### config.mk
export PLATFORM = sky130hd
export DESIGN_NAME = ppb_panel_ctrl
export DESIGN_NICKNAME = d
export VERILOG_FILES = /design/src/rtl/ppb_pkg.sv /design/src/rtl/ppb_debounce.sv /design/src/rtl/ppb_panel_ctrl.sv
export SDC_FILE = /design/constraint.sdc
export NUM_CORES = 1
export LEC_CHECK = 0
export BUFFER_PORTS_ARGS = -buffer_cell sky130_fd_sc_hd__buf_4
export CAP_MARGIN = 20
export CORE_MARGIN = 2
export CORE_UTILIZATION = 40
export DETAILED_ROUTE_END_ITERATION = 10
export GPL_ROUTABILITY_DRIVEN = 1
export GPL_TIMING_DRIVEN = 0
export PLACE_DENSITY = 0.79
export SETUP_SLACK_MARGIN = 0.2
export SKIP_LAST_GASP = 1
export SLEW_MARGIN = 40
export SYNTH_ARGS = -nofsm -noshare
export SYNTH_HDL_FRONTEND = slang
export SYNTH_SLANG_ARGS = --single-unit
### constraint.sdc
create_clock -name clk -period 1.7 [get_ports clk]
set_input_delay 0.17 -clock clk [delete_from_list [all_inputs] [get_ports clk]]
set_output_delay 0.17 -clock clk [all_outputs]
set_load 0.02 [all_outputs]
### src/rtl/ppb_pkg.sv
// Shared definitions for the front-panel controller: panel input bit map
// and the injection handshake state encoding.
package ppb_pkg;

  localparam int IDX_AUTO     = 0;
  localparam int IDX_STEP     = 1;
  localparam int IDX_RESET    = 2;
  localparam int IDX_MUX_MSB  = 3;
  localparam int IDX_MUX_LSB  = 4;
  localparam int IDX_DATA_MSB = 5;
  localparam int IDX_AR_LOAD  = 13;
  localparam int IDX_INJ_REQ  = 14;
  localparam int N_USED       = 15;

  typedef enum logic [1:0] {
    INJ_IDLE     = 2'd0,
    INJ_HOLD     = 2'd1,
    INJ_WAIT_REL = 2'd2
  } inj_state_e;

endpackage

### src/rtl/ppb_debounce.sv
// One panel input: 2-flop synchroniser followed by a stability debouncer.
// With PPB_DEBOUNCE_EN undefined the debounced level is the synchroniser output.
module ppb_debounce #(
  parameter int DEB_CYCLES = 16
) (
  input  logic clk,
  input  logic reset,
  input  logic din,
  output logic sync_out,
  output logic deb_out
);

  logic meta_q, meta_d;
  logic sync_q, sync_d;

  always_comb begin
    meta_d = din;
    sync_d = meta_q;
  end

  always_ff @(posedge clk) begin
    if (reset) begin
      meta_q <= 1'b0;
      sync_q <= 1'b0;
    end else begin
      meta_q <= meta_d;
      sync_q <= sync_d;
    end
  end

  assign sync_out = sync_q;

`ifdef PPB_DEBOUNCE_EN
  localparam int CNT_W = $clog2(DEB_CYCLES);

  logic [CNT_W-1:0] cnt_q, cnt_d;
  logic             deb_q, deb_d;

  // The count only advances while the input disagrees; any agreement restarts it.
  always_comb begin
    cnt_d = '0;
    deb_d = deb_q;
    if (sync_q != deb_q) begin
      if (cnt_q == CNT_W'(DEB_CYCLES - 1)) begin
        deb_d = sync_q;
      end else begin
        cnt_d = cnt_q + 1'b1;
      end
    end
  end

  always_ff @(posedge clk) begin
    if (reset) begin
      cnt_q <= '0;
      deb_q <= 1'b0;
    end else begin
      cnt_q <= cnt_d;
      deb_q <= deb_d;
    end
  end

  assign deb_out = deb_q;
`else
  assign deb_out = sync_q;
`endif

endmodule

### src/rtl/ppb_panel_ctrl.sv
// Front-panel controller: conditions panel switches, generates CPU clock/step,
// reset, AR-load and bus-injection controls, and drives the monitor LEDs.
// Debouncing is enabled by defining PPB_DEBOUNCE_EN.
module ppb_panel_ctrl
  import ppb_pkg::*;
#(
  parameter int N_IN       = 60,
  parameter int N_OUT      = 120,
  parameter int DATA_W     = 8,
  parameter int N_MON      = 4,
  parameter int DEB_CYCLES = 16
) (
  input  logic                    clk,
  input  logic                    reset,
  input  logic [N_IN-1:0]         device_inputs,
  input  logic [N_MON*DATA_W-1:0] mon_bus,
  output logic [N_OUT-1:0]        device_outputs,
  output logic                    clk_auto_en,
  output logic                    clk_step,
  output logic                    cpu_reset,
  output logic [1:0]              mux_select,
  output logic                    ar_load,
  output logic [DATA_W-1:0]       inj_data,
  output logic                    inj_valid,
  input  logic                    inj_ready
);

  localparam int USED_W = (IDX_DATA_MSB + DATA_W > N_USED) ? IDX_DATA_MSB + DATA_W : N_USED;

  logic [USED_W-1:0] sync;
  logic [USED_W-1:0] deb;
  logic [DATA_W-1:0] data_lvl;

  genvar gi;
  generate
    for (gi = 0; gi < USED_W; gi++) begin : g_in
      ppb_debounce #(.DEB_CYCLES(DEB_CYCLES)) u_deb (
        .clk      (clk),
        .reset    (reset),
        .din      (device_inputs[gi]),
        .sync_out (sync[gi]),
        .deb_out  (deb[gi])
      );
    end
    for (gi = 0; gi < DATA_W; gi++) begin : g_data
      assign data_lvl[DATA_W-1-gi] = deb[IDX_DATA_MSB+gi];
    end
    if (N_IN > USED_W) begin : g_spare
      logic unused_spare;
      assign unused_spare = ^device_inputs[N_IN-1:USED_W];
    end
  endgenerate

  logic unused_sync;
  assign unused_sync = ^sync;

  // Edge-detected inputs packed as {inject request, AR load, step}.
  logic [2:0] edge_lvl, edge_sync, rise;
  logic [2:0] prev_q, prev_d;
  logic [2:0] arm_q, arm_d;
  logic [1:0] settle_q, settle_d;
  logic       step_q, step_d;
  logic       ar_q, ar_d;
  inj_state_e state_q, state_d;
  logic [DATA_W-1:0] frozen_q, frozen_d;
  logic [N_OUT-1:0]  out_q, out_d;

  assign edge_lvl  = {deb[IDX_INJ_REQ], deb[IDX_AR_LOAD], deb[IDX_STEP]};
  assign edge_sync = {sync[IDX_INJ_REQ], sync[IDX_AR_LOAD], sync[IDX_STEP]};
  assign rise      = edge_lvl & ~prev_q & arm_q;

  // An edge input is armed only once it has been seen low after the
  // synchroniser refilled, so a switch held through reset never fires.
  always_comb begin
    settle_d = (settle_q == 2'd2) ? settle_q : settle_q + 2'd1;
    arm_d    = arm_q | ({3{settle_q == 2'd2}} & ~edge_sync);
    prev_d   = edge_lvl;
    step_d   = rise[0] & ~deb[IDX_AUTO];
    ar_d     = rise[1];
    out_d    = N_OUT'(mon_bus);
  end

  always_comb begin
    state_d  = state_q;
    frozen_d = frozen_q;
    case (state_q)
      INJ_IDLE: begin
        if (rise[2]) begin
          state_d  = INJ_HOLD;
          frozen_d = data_lvl;
        end
      end
      INJ_HOLD: begin
        if (inj_ready) state_d = INJ_WAIT_REL;
      end
      INJ_WAIT_REL: begin
        if (!deb[IDX_INJ_REQ]) state_d = INJ_IDLE;
      end
      default: state_d = INJ_IDLE;
    endcase
  end

  always_ff @(posedge clk) begin
    if (reset) begin
      settle_q <= '0;
      arm_q    <= '0;
      prev_q   <= '0;
      step_q   <= 1'b0;
      ar_q     <= 1'b0;
      state_q  <= INJ_IDLE;
      frozen_q <= '0;
      out_q    <= '0;
    end else begin
      settle_q <= settle_d;
      arm_q    <= arm_d;
      prev_q   <= prev_d;
      step_q   <= step_d;
      ar_q     <= ar_d;
      state_q  <= state_d;
      frozen_q <= frozen_d;
      out_q    <= out_d;
    end
  end

  assign device_outputs = out_q;
  assign clk_auto_en    = deb[IDX_AUTO];
  assign clk_step       = step_q;
  assign ar_load        = ar_q;
  assign cpu_reset      = deb[IDX_RESET] | reset;
  assign mux_select     = {deb[IDX_MUX_MSB], deb[IDX_MUX_LSB]};
  assign inj_valid      = (state_q == INJ_HOLD);
  assign inj_data       = (state_q == INJ_HOLD) ? frozen_q : data_lvl;

endmodule

==> results of run 1 <==
final cells by class:
cell class / instances / area share, %
clock inverters: 5 / 0.676
multi-input cells: 226 / 25.2
inverters: 5 / 0.568
plain buffers: 102 / 16.1
flip-flops and latches: 82 / 35.5
repair buffers: 98 / 16.3
well taps: 102 / 2.76
clock buffers: 11 / 2.84
worst max-delay path: cells and delay by family, from the launching register on:
| family | cells | cell delay, ps |
|---|---|---|
| flip-flops | 1 | 330 |
| AND/OR/NAND/NOR | 3 | 300 |
| buffers and inverters | 3 | 320 |
power breakdown:
| group | internal (mW) | switching, mW |
|---|---|---|
| Combinational | 0.393 | 0.436 |
| Sequential | 2.04 | 0.0450 |
| Clock | 0.526 | 0.646 |
final timing paths:
kind	slack, ps	startpoint	endpoint	depth (start not counted)
worst max register to register	550	state_q[1]	frozen_q[3]	5
worst max-delay path	240	state_q[1]	inj_data[0]	6
worst min register to register	410	prev_q[1]	ar_load	1
worst min-delay path	30	device_inputs[7]	g_in[7].u_deb.meta_q	2
cell families after synthesis:
logic type | share of synthesized area [%]
buffers and inverters | 23.7
and+or+nand+nor | 21.2
DFF | 50.7
xor gates and xnor gates | 0.271
AOI/OAI and AO/OA | 1.08
muxes | 2.47
adders and majority gates | 0.387
other | 0.116
per-layer routing:
| layer | track usage, % | share of wire [%] |
|---|---|---|
| met5 | 0 | 0 |
| met4 | 6.64 | 1.8 |
| met3 | 4.41 | 8.1 |
| met2 | 24.5 | 52 |
| met1 | 16.1 | 38 |
placed cells by master (no fill, tap or decap):
master | synthesis | final
conb_1 | 1 | 88
nor2b_1 | 59 | 59
o21a_1 | 1 | 1
nand2_2 | 0 | 3
and2b_1 | 5 | 5
buf_4 | 90 | 182
a21oi_1 | 4 | 4
nand2b_4 | 0 | 1
clkinvlp_4 | 0 | 1
clkinv_4 | 0 | 1
nand2_1 | 24 | 21
dfxtp_2 | 0 | 2
nor4b_2 | 1 | 1
clkbuf_1 | 6 | 8
clkbuf_8 | 0 | 9
nand2b_1 | 17 | 16
inv_8 | 0 | 1
and3_1 | 2 | 2
buf_6 | 3 | 8
nor2_1 | 13 | 13
xor2_1 | 1 | 1
mux2i_1 | 8 | 8
dfxtp_1 | 82 | 80
clkinv_2 | 0 | 3
ha_1 | 1 | 1
a22oi_1 | 1 | 1
or2_2 | 1 | 1
buf_2 | 3 | 4
inv_1 | 4 | 4
registers in the layout (all words and copies together), names as in the netlist:
| signal | count |
|---|---|
| g_in.u_deb.deb_out | 15 |
| ar_load | 1 |
| prev_q | 3 |
| arm_q | 3 |
| clk_step | 1 |
| g_in.u_deb.meta_q | 15 |
| frozen_q | 8 |
| settle_q | 2 |
| state_q | 2 |
| device_outputs | 32 |
through the flow:
step,cells,hold slack [ps],instance area [um^2]
2_1_floorplan,415,295,3560
3_3_place_gp,612,379,4400
3_5_place_dp,612,379,4400
4_1_cts,629,15.8,4590
5_1_grt,631,12.7,4630
6_report,631,32.0,4630
timing repair:
item	4_1_cts	5_1_grt
cloned	1	0
pin swaps	0	0
resized for setup	7	6
endpoints found under the setup margin	8	7
buffers inserted	0	2
==> run_results.csv, run 1 <==
group,metric,value,unit
detailed_routing,drcViolationCount,0,
synthesis,ys_seq_elements,82,
synthesis,synthFlopType,"dfxtp_1",
place,dp_hpwl,5070,um
power,power_density,884,nW/um^2
clock_tree,cts_tree,"done",
worst_setup_path,critPathRequiredTime,1530,ps
sta,rsz0062_at_grt,"true",
global_route,antenna_found_initial,0,
worst_setup_path,path_cells,"nand2b_4, buf_6, inv_8, nand2_1, nand2_2, buf_6",
sta,min_period,1460,ps
power,peakVddDrop,0.000426,V
global_route,grt_pass1_vias,2118,
detailed_routing,drtIter0Drc,24,
clock_tree,path_clk_slew,70,ps
synthesis,synth_top_cell_by_area,"dfxtp_1",
die,num_io_pins,230,
worst_setup_path,worstSetupPathType,"reg2out",
sta,fin_crit_sh,86.0,%
detailed_routing,num_vias,2327,
finish,register_area,1640,um^2
synthesis,ys_warn_count,0,
die,die_x,93.9,um
clock_tree,clk-insertion-delay-late,340,ps
finish,nNetsFinal,620,
die,core,7770,um^2
finish,diodes,0,
finish,multi_input_area,1170,um^2
die,rows,32,
clock_tree,cts.sinks,82,
global_route,grt_max_degree,14,
sta,clock_skew,8.88,ps
worst_setup_path,crit_fanout,10,
synthesis,netlist_area,3240,um^2
clock_tree,cts_hold_buffers,0,
worst_setup_path,cpPeakStageDelay,330,ps
finish,drive_gt1_share,41.0,%
worst_setup_path,cpMostUsedCell,"buf_6",
sta,setup_slack,239,ps
synthesis,synth_cell_type_count,22,
place,dp_slack,519,ps
sta,maxSlewViolCount,0,
place,gp_congestion,0.741,
sta,finalSetupViolCount,0,
global_route,grt_pass1_wl,9710,um
sta,fmax,0.684,GHz
detailed_routing,wire_per_inst,10.2,um
place,io_buffers,95,
finish,fillerInstances,692,
die,dieArea,8820,um^2
synthesis,synthCells,328,
worst_setup_path,cp-start-kind,"flip-flop",
clock_tree,clockBufferDepth,2,
detailed_routing,ant_nets,0,
detailed_routing,vias_per_cell,3.69,
synthesis,async_reset_ff_share,0,%
global_route,globalRoute.totalOverflow,0,
synthesis,ys_seq_area_share,50.7,%
die,die_h,93.9,um
synthesis,synth_edf_count,0,
hold_path,hold_path.class,"in2reg",
die,initial_core_util,41.7,%
synthesis,postSynthAreaPerCell,9.86,um^2
clock_tree,root_buffer,"clkbuf_8",
power,p_leak,2.41,nW
synthesis,yosysTopAreaCellShare,50.7,%
sta,finalHoldViolCount,0,
sta,tns,0,ps
global_route,grtUsageTotal,14.3,%
run,drv_cap,0,
synthesis,synth.area.top_cells,"dfxtp_1, buf_4, nor2b_1, nand2b_1, nand2_1",
finish,fin_util,59.6,%
power,fin_total_pwr,4.09,mW
synthesis,synth_most_common_cell,"buf_4",
synthesis,synth_common_cells,"buf_4, dfxtp_1, nor2b_1",
clock_tree,numCtsBuffers,9,
worst_setup_path,cp.arrival,1290,ps
detailed_routing,wirelength,6450,um
finish,areaGrowthSynthToFinish,43.0,%
detailed_routing,firstDrtPassIters,4,
worst_setup_path,endpoint_kind,"primary output",
worst_setup_path,cpMaxStageDelayCell,"dfxtp_2",
clock_tree,h-tree-depth,3,
outcome,outcome,"finished, final reports clean",
(Power assumes the default switching activity.)
==> run 2, diff against run 1 <==
- RECOVER_POWER: unset -> 25
==> run_results.csv, run 2 (synthesis results as in run 1) <==
group,metric,value,unit
worst_setup_path,r2r_cells,5,
global_route,antenna_found_initial,0,
place,gp_congestion,0.741,
sta,whs,31.4,ps
finish,register_area,1640,um^2
sta,fmax,0.685,GHz
worst_setup_path,crit_start,"state_q[1]",
clock_tree,clockBufferDepth,2,
die,core,7770,um^2
power,p_sw,1.13,mW
die,die_x,93.9,um
detailed_routing,drcViolationCount,0,
finish,multi_input_area,1170,um^2
worst_setup_path,setup.worst_path.end,"inj_data[0]",
sta,fin_crit_sh,85.9,%
power,seq_power_share,51.1,%
hold_path,hold_path.class,"in2reg",
finish,diodes,0,
finish,largest_reg_flops,32,
clock_tree,cts.sinks,82,
worst_setup_path,cp-start-kind,"flip-flop",
sta,maxSlewViolCount,0,
finish,nNetsFinal,620,
detailed_routing,ant_nets,0,
sta,finalHoldViolCount,0,
detailed_routing,num_vias,2322,
clock_tree,path_clk_slew,70,ps
sta,rsz0062_at_grt,"true",
power,peakVddDrop,0.000423,V
worst_setup_path,cp.arrival,1290,ps
worst_setup_path,cpMaxStageDelayCell,"dfxtp_2",
finish,drive_gt1_share,40.5,%
worst_setup_path,critPathRequiredTime,1530,ps
detailed_routing,wirelength,6450,um
global_route,grt_pass1_wl,9710,um
die,num_io_pins,230,
detailed_routing,drtIter0Drc,26,
power,power_density,885,nW/um^2
finish,fillerInstances,693,
die,die_h,93.9,um
worst_setup_path,rrSetupSlack,550,ps
worst_setup_path,cpPeakStageDelay,330,ps
global_route,grt_max_degree,14,
run,drv_cap,0,
detailed_routing,firstDrtPassIters,4,
detailed_routing,vias_per_cell,3.68,
worst_setup_path,cpMostUsedCell,"buf_6",
clock_tree,root_buffer,"clkbuf_8",
worst_setup_path,path_cells,"nand2b_4, buf_6, inv_8, nand2_1, nand2_2, buf_6",
power,p_clk_share,28.7,%
detailed_routing,wl_met3,536,um
worst_setup_path,worstReg2RegEnd,"frozen_q[3]",
detailed_routing,wire_per_inst,10.2,um
detailed_routing,wl_met1,2470,um
global_route,grt_pass1_vias,2118,
worst_setup_path,crit_buf_inv,3,
power,combinationalPowerShare,20.2,%
place,dp_hpwl,5070,um
worst_setup_path,endpoint_kind,"primary output",
sta,tns,0,ps
worst_setup_path,r2r-start,"state_q[1]",
die,initial_core_util,41.7,%
place,io_buffers,95,
finish,areaGrowthSynthToFinish,42.7,%
finish,final_cell_mix,"buf_4, conb_1, dfxtp_1, nor2b_1, nand2_1",
clock_tree,clk-insertion-delay-late,340,ps
global_route,globalRoute.totalOverflow,0,
die,rows,32,
sta,min_period,1460,ps
worst_setup_path,path_delay_family,"flip-flops",
clock_tree,numCtsBuffers,9,
power,p_leak,2.40,nW
detailed_routing,highest_layer,"met4",
die,dieArea,8820,um^2
worst_setup_path,crit_fanout,10,
power,p_int,2.96,mW
finish,final_common_cell,"buf_4",
clock_tree,cts_tree,"done",
power,switching_share,27.6,%
sta,finalSetupViolCount,0,
clock_tree,h-tree-depth,3,
worst_setup_path,path_depth,6,
power,fin_total_pwr,4.09,mW
global_route,grtUsageTotal,14.3,%
detailed_routing,route.met2.wl,3310,um
worst_setup_path,worstSetupPathType,"reg2out",
sta,clock_skew,8.52,ps
outcome,outcome,"finished, final reports clean",
-- run 2: cell count changes in the layout (fill, tap and decap cells not counted) --
cell / delta
clkbuf_1: +3
buf_6: -1
buf_2: -2
-- run 2: repair_timing --
item	in CTS	in global routing
hold buffers	0	0
endpoints found under the setup margin	8	7
gates resized for setup	7	6
cloned	1	0
buffers inserted	0	2
-- run 2: worst min-delay path by stage --
stage | start | to | slack (ps) | cells after the start
after floorplan | mon_bus[22] | device_outputs[22] | 300 | 1
after global placement | mon_bus[10] | device_outputs[10] | 380 | 2
after detailed placement | device_inputs[7] | g_in[7].u_deb.meta_q | 380 | 2
after CTS | device_inputs[7] | g_in[7].u_deb.meta_q | 20 | 2
after global routing | device_inputs[14] | g_in[14].u_deb.meta_q | 10 | 2
final | device_inputs[7] | g_in[7].u_deb.meta_q | 30 | 2
-- run 2: stage by stage --
| step | std cells | utilization (%) | worst slack [ps] | instance area, um^2 |
|---|---|---|---|---|
| after floorplan | 415 | - | 622 | 3560 |
| after global placement | 612 | 56.7 | 545 | 4400 |
| after detailed placement | 612 | 56.7 | 519 | 4400 |
| after CTS | 629 | 59.1 | 218 | 4590 |
| after global routing | 631 | 59.4 | 173 | 4620 |
| final | 631 | 59.4 | 240 | 4620 |
-- run 2: cell type report --
type / count / area share, %
clock inverters: 5 / 0.678
flip-flops and latches: 82 / 35.6
inverters: 5 / 0.569
plain buffers: 102 / 16.0
repair buffers: 98 / 16.3
clock buffers: 11 / 2.85
well taps: 102 / 2.76
multi-input cells: 226 / 25.3
-- run 2: metal layers --
layer,vias up,global-route usage (%)
met4,0,6.64
met2,91,24.5
met1,1011,16.1
li1,1211,-
met5,-,0
met3,9,4.41
-- run 2: power by group through the flow --
stage	Combinational, mW	Sequential, mW	Clock (mW)
after floorplan	0.550	2.18	0
after global placement	0.801	2.13	0
after detailed placement	0.815	2.13	0
after CTS	0.821	2.09	1.22
after global routing	0.896	2.10	1.31
final	0.826	2.09	1.17
